===== src/rtl/mux_pkg.sv =====
// mux_pkg: shared constants and index-width helpers for the mux_rr_sel selector.
package mux_pkg;

   localparam int unsigned MUX_N_DEFAULT  = 5;
   localparam int unsigned MUX_CH_DEFAULT = 4;
   localparam int unsigned MUX_CH_MAX     = 16;

   // Ceiling log2; returns 0 for v <= 1.
   function automatic int unsigned clog2(input int unsigned v);
      int unsigned r;
      r = 0;
      while ((64'd1 << r) < 64'(v)) r = r + 1;
      return r;
   endfunction

   // Channel index width, never narrower than one bit.
   function automatic int unsigned sel_width(input int unsigned ch);
      return (clog2(ch) < 1) ? 1 : clog2(ch);
   endfunction

endpackage


===== src/rtl/mux_rr_arb.sv =====
// mux_rr_arb: combinational rotating-priority arbiter. Grants the first
// requester at or above ptr, wrapping to the lowest requester below it.
module mux_rr_arb
   import mux_pkg::*;
#(
   parameter int unsigned CH    = MUX_CH_DEFAULT,
   parameter int unsigned SEL_W = sel_width(CH)
) (
   input  logic [CH-1:0]    req,
   input  logic [SEL_W-1:0] ptr,
   output logic [CH-1:0]    grant,
   output logic [SEL_W-1:0] idx
);

   logic found;

   // Pass one scans ptr..CH-1; pass two picks the lowest requester (the wrap).
   always_comb begin
      grant = '0;
      idx   = '0;
      found = 1'b0;
      for (int unsigned i = 0; i < CH; i++) begin
         if (!found && req[i] && (32'(ptr) <= i)) begin
            found    = 1'b1;
            grant[i] = 1'b1;
            idx      = SEL_W'(i);
         end
      end
      for (int unsigned i = 0; i < CH; i++) begin
         if (!found && req[i]) begin
            found    = 1'b1;
            grant[i] = 1'b1;
            idx      = SEL_W'(i);
         end
      end
   end

endmodule


===== src/rtl/mux_rr_sel.sv =====
// mux_rr_sel: CH-channel selector with valid/ready handshakes and a registered
// output stage. Define MUX_RR_SEL_ROUND_ROBIN_EN for round-robin arbitration;
// without it the lowest valid channel always wins and no ptr register exists.
module mux_rr_sel
   import mux_pkg::*;
#(
   parameter int unsigned N     = MUX_N_DEFAULT,
   parameter int unsigned CH    = MUX_CH_DEFAULT,
   parameter int unsigned SEL_W = sel_width(CH)
) (
   input  logic              clk,
   input  logic              rst_n,
   input  logic [CH*N-1:0]   in_data,
   input  logic [CH-1:0]     in_valid,
   output logic [CH-1:0]     in_ready,
   output logic [N-1:0]      out_data,
   output logic [SEL_W-1:0]  out_sel,
   output logic              out_valid,
   input  logic              out_ready
);

   logic             load_en;
   logic             any_grant;
   logic             take;
   logic [CH-1:0]    grant;
   logic [SEL_W-1:0] gnt_idx;
   logic [SEL_W-1:0] ptr;
   logic [N-1:0]     gnt_data;

   // Output register may be refilled when empty or being drained this cycle.
   assign load_en   = !out_valid | out_ready;
   assign any_grant = |grant;
   assign take      = load_en & any_grant;
   assign in_ready  = grant & {CH{load_en}};

   mux_rr_arb #(
      .CH    (CH),
      .SEL_W (SEL_W)
   ) u_arb (
      .req   (in_valid),
      .ptr   (ptr),
      .grant (grant),
      .idx   (gnt_idx)
   );

   // Select the granted channel's word (grant is one-hot or zero).
   always_comb begin
      gnt_data = '0;
      for (int unsigned i = 0; i < CH; i++) begin
         if (grant[i]) gnt_data = in_data[i*N +: N];
      end
   end

`ifdef MUX_RR_SEL_ROUND_ROBIN_EN
   // Search start moves just past the accepted channel, with explicit wrap.
   always_ff @(posedge clk or negedge rst_n) begin
      if (!rst_n) begin
         ptr <= '0;
      end else if (take) begin
         ptr <= (32'(gnt_idx) >= CH - 1) ? '0 : gnt_idx + SEL_W'(1);
      end
   end
`else
   assign ptr = '0;
`endif

   // Output stage: load on an accepted transfer, empty when nothing is granted.
   always_ff @(posedge clk or negedge rst_n) begin
      if (!rst_n) begin
         out_valid <= 1'b0;
         out_data  <= '0;
         out_sel   <= '0;
      end else if (load_en) begin
         out_valid <= any_grant;
         if (take) begin
            out_data <= gnt_data;
            out_sel  <= gnt_idx;
         end
      end
   end

endmodule


===== config.mk =====
export PLATFORM = sky130hd
export DESIGN_NAME = mux_rr_sel
export DESIGN_NICKNAME = d
export VERILOG_FILES = /design/src/rtl/mux_pkg.sv /design/src/rtl/mux_rr_arb.sv /design/src/rtl/mux_rr_sel.sv
export SDC_FILE = /design/constraint.sdc
export NUM_CORES = 1
export LEC_CHECK = 0
export BUFFER_PORTS_ARGS = -buffer_cell sky130_fd_sc_hd__buf_2
export CAP_MARGIN = 20
export CORE_MARGIN = 1.5
export CORE_UTILIZATION = 35
export DETAILED_ROUTE_END_ITERATION = 8
export GPL_TIMING_DRIVEN = 0
export HOLD_SLACK_MARGIN = 0.12
export PLACE_DENSITY = 0.74
export SLEW_MARGIN = 20
export SYNTH_ARGS = -nofsm -noshare
export SYNTH_HDL_FRONTEND = slang
export SYNTH_SLANG_ARGS = --single-unit

===== constraint.sdc =====
create_clock -name clk -period 1.6 [get_ports clk]
set_clock_uncertainty 0.15 [all_clocks]
set_input_delay 0.48 -clock clk [delete_from_list [all_inputs] [get_ports clk]]
set_output_delay 0.48 -clock clk [all_outputs]
set_load 0.01 [all_outputs]

==> results of run 1 <==
-- flip-flops by register name (all words and copies together), names as in the netlist --
register,cells
out_data,5
out_sel,2
out_valid,1
-- repair_timing --
| item | 4_1_cts | 5_1_grt |
|---|---|---|
| hold buffers | 1 | 0 |
| buffers inserted | 4 | 6 |
| pin swaps | 3 | 5 |
| resized for setup | 10 | 3 |
| setup endpoints to repair | 4 | 4 |
| endpoints found under the hold margin | 8 | 0 |
-- worst max-delay path, delay by kind of cell --
family,cells,cell delay (ns)
buffers and inverters,2,0.20
AND/OR/NAND/NOR,2,0.48
-- cell usage after synthesis --
cell	number
a211o_1	2
nor2_4	1
nand3_1	1
and3_2	1
inv_2	1
a21boi_2	1
nor2_1	8
nor2_2	1
nor2b_4	1
and3_1	1
nor4b_4	1
nand2b_1	1
a31oi_1	5
a221o_1	3
mux2_1	1
dfrtp_1	8
and2_1	2
nor3_1	1
o21ai_0	1
buf_4	2
a21oi_1	1
o21ai_1	2
nand3b_1	2
o211ai_1	2
nand2_1	7
buf_6	1
-- final timing paths --
kind | startpoint | endpoint | slack [ns] | depth (start not counted)
worst min register to register | out_sel[1] | out_sel[1] | 0.34 | 1
worst min-delay path | in_valid[1] | out_valid | 0.31 | 3
min in group asynchronous | rst_n | out_valid | 0.44 | 2
worst max-delay path | in_valid[0] | in_ready[3] | -0.20 | 4
max in group asynchronous | rst_n | out_data[0] | 0.69 | 2
worst max register to register | out_valid | out_sel[1] | 0.26 | 3
-- through the flow --
| stage | TNS (ns) | area [sq um] |
|---|---|---|
| 2_1_floorplan | -0.200 | 554 |
| 3_3_place_gp | -1.07 | 753 |
| 3_5_place_dp | -1.12 | 753 |
| 4_1_cts | -0.422 | 863 |
| 5_1_grt | -0.587 | 922 |
| 6_report | -0.482 | 922 |
-- kinds of logic after synthesis --
family	Yosys count
compound gates	17
buf+inv	4
flops	8
mux	1
simple gates	28
-- per-layer routing --
metal	vias up	GRT usage, %	share of wire [%]
met4	0	11.3	2.6
met1	289	20.8	39
met5	-	0	0
met2	29	27.5	52
li1	311	-	-
met3	5	0.431	5.7
-- report_power, final --
group          switching, mW  leakage, nW  internal (mW)
sequential            0.0123       0.0896          0.226
combinational         0.0935        0.347          0.114
clock                 0.0764       0.0138         0.0864
-- cell type report --
| type | count | area, sq um | share of cell area, % |
|---|---|---|---|
| Sequential cell | 8 | 200 | 21.7 |
| Multi-Input combinational cell | 46 | 327 | 35.4 |
| Clock buffer | 3 | 22.5 | 2.44 |
| Tap cell | 15 | 18.8 | 2.04 |
| Buffer | 3 | 51.3 | 5.56 |
| Inverter | 1 | 6.26 | 0.678 |
| Timing Repair Buffer | 47 | 297 | 32.2 |
==> qor.txt, run 1 <==
XOR/XNOR Fraction of Synth Area - 0%
Post-synth design cell area - 536 sq um
Area Growth Syn to Fin - 72.2%
Mapped Nets - 85
Leakage - 0.450 nW
CTS Sinks - 8
Reg clk slew, reported paths - 0.06 ns
Slowest Stage Delay on Critical Path - 0.29 ns
First-pass GRT wire length - 2220 microns
RSZ-0062 raised after global routing - yes
H-tree lvl count - 1
Fin crit period - 1.80 ns
Slew Viols, Final - 0
Post-synthesis cell count - 58
Worst Max-Slew Pin Slew - 0.232 ns
Mux contribution to synthesized area - 2.10%
Worst hold-check path type - input port to register
CTS Buf Count - 3
Die W - 42.1 microns
Hold Fails Final Rpt - 0
RePlAce Congestion - 0.868
Drt pass-1 iters - 4
Most frequent cells in the layout - buf_2 (31), buf_4 (10), nor2_1 (8), dfrtp_1 (8), nand2_1 (7)
Die ar. - 0.00177 sq mm
Total GRT Usage - 16.6%
Drc violations - 0
Critical path's slowest cell - nor4b_4
# rows - 13
Post-Syn Area per Cell - 9.23 sq um
DRT Wirelength - 1640 microns
Final setup fails - 4
Worst skew pair latency - 0.26 ns
N_diodes - 0
PwrDens - 660 mW/mm^2
Ports - 39
Largest family of logic cells by synthesized area - simple AND/OR/NAND/NOR gates
Die Ht - 42.1 microns
Post-Place Cells - 109
Initial antenna violation count - 0
Adder-cell share of the synthesized area - 0%
Area leader, netlist - dfrtp_1
Commonest non-fill, non-tap cell in the layout - buf_2
Routed Antenna Nets - 0
Share of cells above drive strength 1 - 58.3%
CP endpoint kind - output port
Final Cycle Share - 112%
Fmax - 557 MHz
Vias per cell - 5.15
Port Buffers - 36
Fin Hold WS - 0.314 ns
Post-synth top area share - 37.4%
CP cell instances - buf_12, nor4b_4, and2_4, buf_6
1st-iter DRT viols - 25
Worst path required time - 0.97 ns
Max-cap viol count - 0
Setup slack after layout - -0.196 ns
CTS tree - yes
Total power - 0.609 mW
Status - finished, violations left
Top area cells in the synthesized netlist - dfrtp_1 (37%), a31oi_1 (5.8%), a221o_1 (5.6%)
Core Util, Final - 67.5%
Avg WL per Cell - 13.3 microns
Failing checks - negative setup slack
Clock root buffer - clkbuf_4
Synth Warn # - 0
CP Launch Type - input port
Compound-Gate Fraction of Synth Area - 23.4%
Clock buffer depth - 2
Seq/Total Area, Yosys - 37.4%
HPWL after DPL - 1050 microns
Layout fillers - 130
Global route total overflow - 0
Slew headroom - 84.5%
Maximum vdd ir drop - 0.332 mV
Final #Nets - 137
CP max FO - 6
Worst Path Arrival - 1.17 ns
Register bit total from synthesis - 8
WS Path Type - input port to output port
DP Worst Slack - -0.439 ns
Pin count of the biggest net entering global routing - 11
Final Non-Filler Cells - 123
Post-synthesis simple-gate area fraction - 31.5%
Vias post-DR - 634
Distinct cells, synth - 26
Vias in the first global route - 527
Core area - 0.00137 sq mm
Initial core utilization - 39.2%
Note: power is estimated with default switching activity, not from simulation.
==> run 2: changes to the inputs <==
--- a/config.mk
+++ b/config.mk
@@ -13,6 +13,7 @@
 export GPL_TIMING_DRIVEN = 0
 export HOLD_SLACK_MARGIN = 0.12
 export PLACE_DENSITY = 0.74
+export SETUP_SLACK_MARGIN = 0.2
 export SLEW_MARGIN = 20
 export SYNTH_ARGS = -nofsm -noshare
 export SYNTH_HDL_FRONTEND = slang
==> run 2 against run 1 <==
- the run still ends with negative setup slack left
- design area grew 3.3%
- sequential cell count unchanged
- critical path type unchanged
- setup slack got worse by 0.0035 ns
- critical endpoint unchanged
- non-clock buffer count grew 3
- clock power decreased by 6%
- cell count rose by 2.4%
==> qor.txt, run 2 (synthesis results as in run 1) <==
Area Growth Syn to Fin - 77.8%
CTS tree - yes
Sw Pwr - 0.185 mW
Maximum vdd ir drop - 0.346 mV
First-pass GRT wire length - 2430 microns
Max FFs per register - 5
Pin count of the biggest net entering global routing - 11
PwrDens - 667 mW/mm^2
CTS Buf Count - 3
Core area - 0.00137 sq mm
Critical path's slowest cell - nor4b_4
Initial antenna violation count - 0
Layout fillers - 116
Clock root buffer - clkbuf_4
CP endpoint kind - output port
Fmax - 556 MHz
CP Launch Type - input port
Worst Path Arrival - 1.17 ns
Vias per cell - 5.26
Routed Antenna Nets - 0
Port Buffers - 36
Avg WL per Cell - 13.4 microns
Reg clk slew, reported paths - 0.06 ns
DRT Wirelength - 1690 microns
Internal Pwr Total - 0.450 mW
Largest registers - out_data x5, out_sel x2, out_valid x1
Die ar. - 0.00177 sq mm
Leakage - 0.470 nW
Area post-placement - 776 sq um
RSZ-0062 raised after global routing - yes
Failing checks - negative setup slack
Slew headroom - 83.5%
Worst Max-Slew Pin Slew - 0.247 ns
Share of cells above drive strength 1 - 61.3%
N_diodes - 0
Total power - 0.635 mW
CTS Sinks - 8
Worst hold-check path type - input port to register
Biggest register - out_data
Clock buffer depth - 2
Ports - 39
Hold Fails Final Rpt - 0
Die Ht - 42.1 microns
Drt pass-1 iters - 4
Worst skew pair latency - 0.25 ns
Fin Hold WS - 0.338 ns
H-tree lvl count - 1
HPWL after DPL - 1190 microns
Setup slack after layout - -0.199 ns
CP max FO - 4
RePlAce Congestion - 0.846
Initial core utilization - 39.2%
Status - finished, violations left
Total GRT Usage - 17.5%
Max-cap viol count - 0
Commonest non-fill, non-tap cell in the layout - buf_2
Clock Power Share - 24.3%
WS Path Type - input port to output port
Global route total overflow - 0
Drc violations - 0
Die W - 42.1 microns
Sequential Power Share - 37.4%
Fin crit period - 1.80 ns
Logic gate share of total power - 38.3%
Vias post-DR - 663
Setup TNS - -0.434 ns
Vias in the first global route - 600
Slowest Stage Delay on Critical Path - 0.30 ns
CP cell instances - buf_12, nor4b_4, and2_4, buf_6
Sw Share - 29.1%
Final #Nets - 140
Most frequent cells in the layout - buf_2 (32), buf_4 (13), dfrtp_1 (8), nand2_1 (7), nor2_1 (7)
Final Cycle Share - 112%
Post-layout instance area - 952 sq um
Final setup fails - 4
Core Util, Final - 69.7%
# rows - 13
1st-iter DRT viols - 3
Worst path required time - 0.97 ns
Slew Viols, Final - 0
-- run 2: power groups by stage --
stage / logic [mW] / clock network, mW / registers, mW
floorplan: 0.0903 / 0 / 0.254
global placement: 0.176 / 0 / 0.241
detailed placement: 0.180 / 0 / 0.243
CTS: 0.203 / 0.155 / 0.238
global route: 0.263 / 0.165 / 0.239
finish: 0.243 / 0.154 / 0.237
-- run 2: per-layer routing --
metal,global-route usage (%),wire length (microns)
met3,1.29,105
met2,33.4,940
met1,19.4,634
met4,7.50,12
met5,0,0
-- run 2: worst max-delay path, delay by kind of cell --
kind / cells / cell delay [ns]
buf+inv: 2 / 0.20
simple gates: 2 / 0.49
-- run 2: final timing paths --
| check | startpoint | end | slack (ns) | cells after the start |
|---|---|---|---|---|
| worst max register to register | out_valid | out_sel[1] | 0.27 | 3 |
| worst min register to register | out_sel[1] | out_sel[1] | 0.45 | 2 |
| max in group asynchronous | rst_n | out_data[3] | 0.67 | 2 |
| min in group asynchronous | rst_n | out_sel[1] | 0.46 | 2 |
| worst min-delay path | in_data[19] | out_data[4] | 0.34 | 3 |
| worst max-delay path | in_valid[0] | in_ready[3] | -0.20 | 4 |
-- run 2: stage by stage --
| stage | setup slack, ns | instances |
|---|---|---|
| floorplan | -0.181 | 58 |
| detailed placement | -0.432 | 109 |
| CTS | -0.186 | 119 |
| finish | -0.199 | 126 |
| global route | -0.204 | 126 |
| global placement | -0.440 | 109 |
-- run 2: layout make-up --
cell class                      count  area [sq um]  share of cell area, %
Multi-Input combinational cell     46           340                   35.7
Timing Repair Buffer               50           313                   32.9
Sequential cell                     8           200                   21.0
Buffer                              3          51.3                   5.39
Clock buffer                        3          22.5                   2.37
Tap cell                           15          18.8                   1.97
Inverter                            1          6.26                  0.657
-- run 2: what timing repair did --
action,in CTS,in global routing
gates resized for setup,7,3
endpoints found under the hold margin,8,0
hold buffers,1,0
endpoints found under the setup margin,7,14
gates cloned,0,1
setup buffers,6,6
pin swaps,5,1
==> run 3: changes to the inputs <==
==> constraint.sdc (replaced) <==
create_clock -name clk -period 1.6 [get_ports clk]
set_clock_uncertainty 0.15 [all_clocks]
set_input_delay 0.48 -clock clk [delete_from_list [all_inputs] [get_ports clk]]
set_output_delay 0.48 -clock clk [all_outputs]
set_load 0.05 [all_outputs]
==> run 3 against run 2 <==
- non-clock buffer count grew 1
- the flow still finishes with violations (negative setup slack)
- critical endpoint unchanged
- cell count up 1.6%
- global-route usage is 2.7 points higher
- worst hold slack got worse by 0.036 ns
- setup slack worse by 0.050 ns
==> qor.txt, run 3 (synthesis results as in run 1) <==
Status - finished, violations left
Failing checks - negative setup slack
Critical path's slowest cell - nor4b_4
Max FFs per register - 5
CP cell instances - buf_12, nor4b_4, and2_4, buf_8
Reg clk slew, reported paths - 0.06 ns
Global route total overflow - 0
Vias per cell - 5.12
Crit. path cell count - 4
Maximum vdd ir drop - 0.361 mV
First-pass GRT wire length - 2700 microns
Min-delay src - in_valid[1]
Clock root buffer - clkbuf_4
Commonest non-fill, non-tap cell in the layout - buf_2
Crit path launch - in_valid[1]
Vias in the first global route - 590
DP Worst Slack - -0.570 ns
Hold depth - 3
Share of cells above drive strength 1 - 65.5%
CTS Buf Count - 3
Avg WL per Cell - 14.7 microns
Critical path's top delay family - simple AND/OR/NAND/NOR gates
Initial core utilization - 39.2%
Area Growth Syn to Fin - 98.6%
Vias post-DR - 655
Worst r2r path cells - 6
Worst skew pair latency - 0.26 ns
Hold Fails Final Rpt - 0
Worst Max-Slew Pin Slew - 0.244 ns
Final setup fails - 5
Final #Nets - 141
Fin crit period - 1.85 ns
Setup slack after layout - -0.249 ns
CP endpoint kind - output port
Drt pass-1 iters - 5
Slowest Stage Delay on Critical Path - 0.30 ns
CP Launch Type - input port
Biggest register - out_data
Largest registers - out_data x5, out_sel x2, out_valid x1
FF-to-FF setup slack - 0.10 ns
Total power - 0.788 mW
RSZ-0062 raised after global routing - yes
Die Ht - 42.1 microns
CP max FO - 4
Initial antenna violation count - 0
Core area - 0.00137 sq mm
Last element of the critical path - in_ready[3]
Worst Path Arrival - 1.22 ns
Die W - 42.1 microns
Ports - 39
Buf/Inv on CP - 2
RR Startpoint - out_valid
Max-cap viol count - 0
HPWL after DPL - 1130 microns
CTS tree - yes
Worst hold-check path type - input port to register
Die ar. - 0.00177 sq mm
Fmax - 541 MHz
Reg2reg end - out_data[2]
Layout fillers - 92
Final Cycle Share - 116%
Most frequent cells in the layout - buf_2 (23), buf_6 (12), buf_4 (11), nand2_1 (7), dfrtp_1 (7)
DRT Wirelength - 1880 microns
CTS Sinks - 8
Drc violations - 0
Pin count of the biggest net entering global routing - 11
# rows - 13
Worst path required time - 0.97 ns
Port Buffers - 36
Clock buffer depth - 2
Slew headroom - 83.6%
Leakage - 0.507 nW
H-tree lvl count - 1
Routed Antenna Nets - 0
PwrDens - 741 mW/mm^2
N_diodes - 0
Area occupied by multi-input gates - 355 sq um
Slew Viols, Final - 0
Total GRT Usage - 20.2%
1st-iter DRT viols - 14
WS Path Type - input port to output port
RePlAce Congestion - 0.762
Storage cell area - 201 sq um
==> run 3: cell types whose count changed in the layout (fill, tap and decap cells not counted), moves of 2 or more <==
cell | previous run | this run
buf_2 | 32 | 23
nor2_1 | 7 | 3
nor2_2 | 2 | 5
buf_4 | 13 | 11
buf_6 | 5 | 12
buf_8 | 0 | 5
==> run 3: power by group <==
group | switching, mW | internal [mW] | leakage (nW)
clock network | 0.0774 | 0.0960 | 0.0150
registers | 0.0194 | 0.226 | 0.0893
logic | 0.195 | 0.174 | 0.402
total | 0.292 | 0.496 | 0.507
==> run 3: worst min-delay path by stage <==
stage	slack, ns	endpoint
floorplan	0.03	out_data[0]
global placement	0.18	out_sel[0]
detailed placement	0.19	out_sel[0]
CTS	0.29	out_valid
global route	0.31	out_valid
finish	0.30	out_valid
==> run 3: worst min-delay path, cell delays in order <==
cell	delay [ns]
buf_12	0.09
nor2_4	0.05
nand3_1	0.06
==> run 3: metrics by stage <==
stage | TNS (ns) | std cells | instance area (sq um) | hold WS, ns | utilization, %
after floorplan | -0.408 | 58 | 582 | 0.0344 | -
after global placement | -1.17 | 109 | 781 | 0.181 | 57.1
after detailed placement | -1.18 | 109 | 781 | 0.185 | 57.1
after CTS | -0.742 | 120 | 971 | 0.291 | 71.1
after global routing | -1.02 | 128 | 1060 | 0.308 | 77.8
final | -0.853 | 128 | 1060 | 0.303 | 77.8
==> run 3: final cells by class <==
type,count,share of cell area [%]
multi-input cells,46,33.4
repair buffers,51,38.2
well taps,15,1.76
flip-flops and latches,8,18.9
plain buffers,3,4.82
inverters,1,0.353
clock buffers,4,2.47
==> run 3: per-layer routing <==
layer  up-vias  wire (microns)  share of wire, %  global-route usage, %
met1       298             793                42                   28.4
met5         -               0                 0                      0
met4         0              34               1.8                   13.8
li1        325               -                 -                      -
met2        28             963                51                   28.7
met3         4              92               4.9                   2.16
==> run 3: what timing repair did <==
action                                  4_1_cts  5_1_grt
cloned                                        0        1
pin swaps                                     4        3
endpoints found under the setup margin       12       15
hold buffers                                  1        0
setup buffers                                 6        7
gates resized for setup                      33       11
endpoints found under the hold margin         8        0
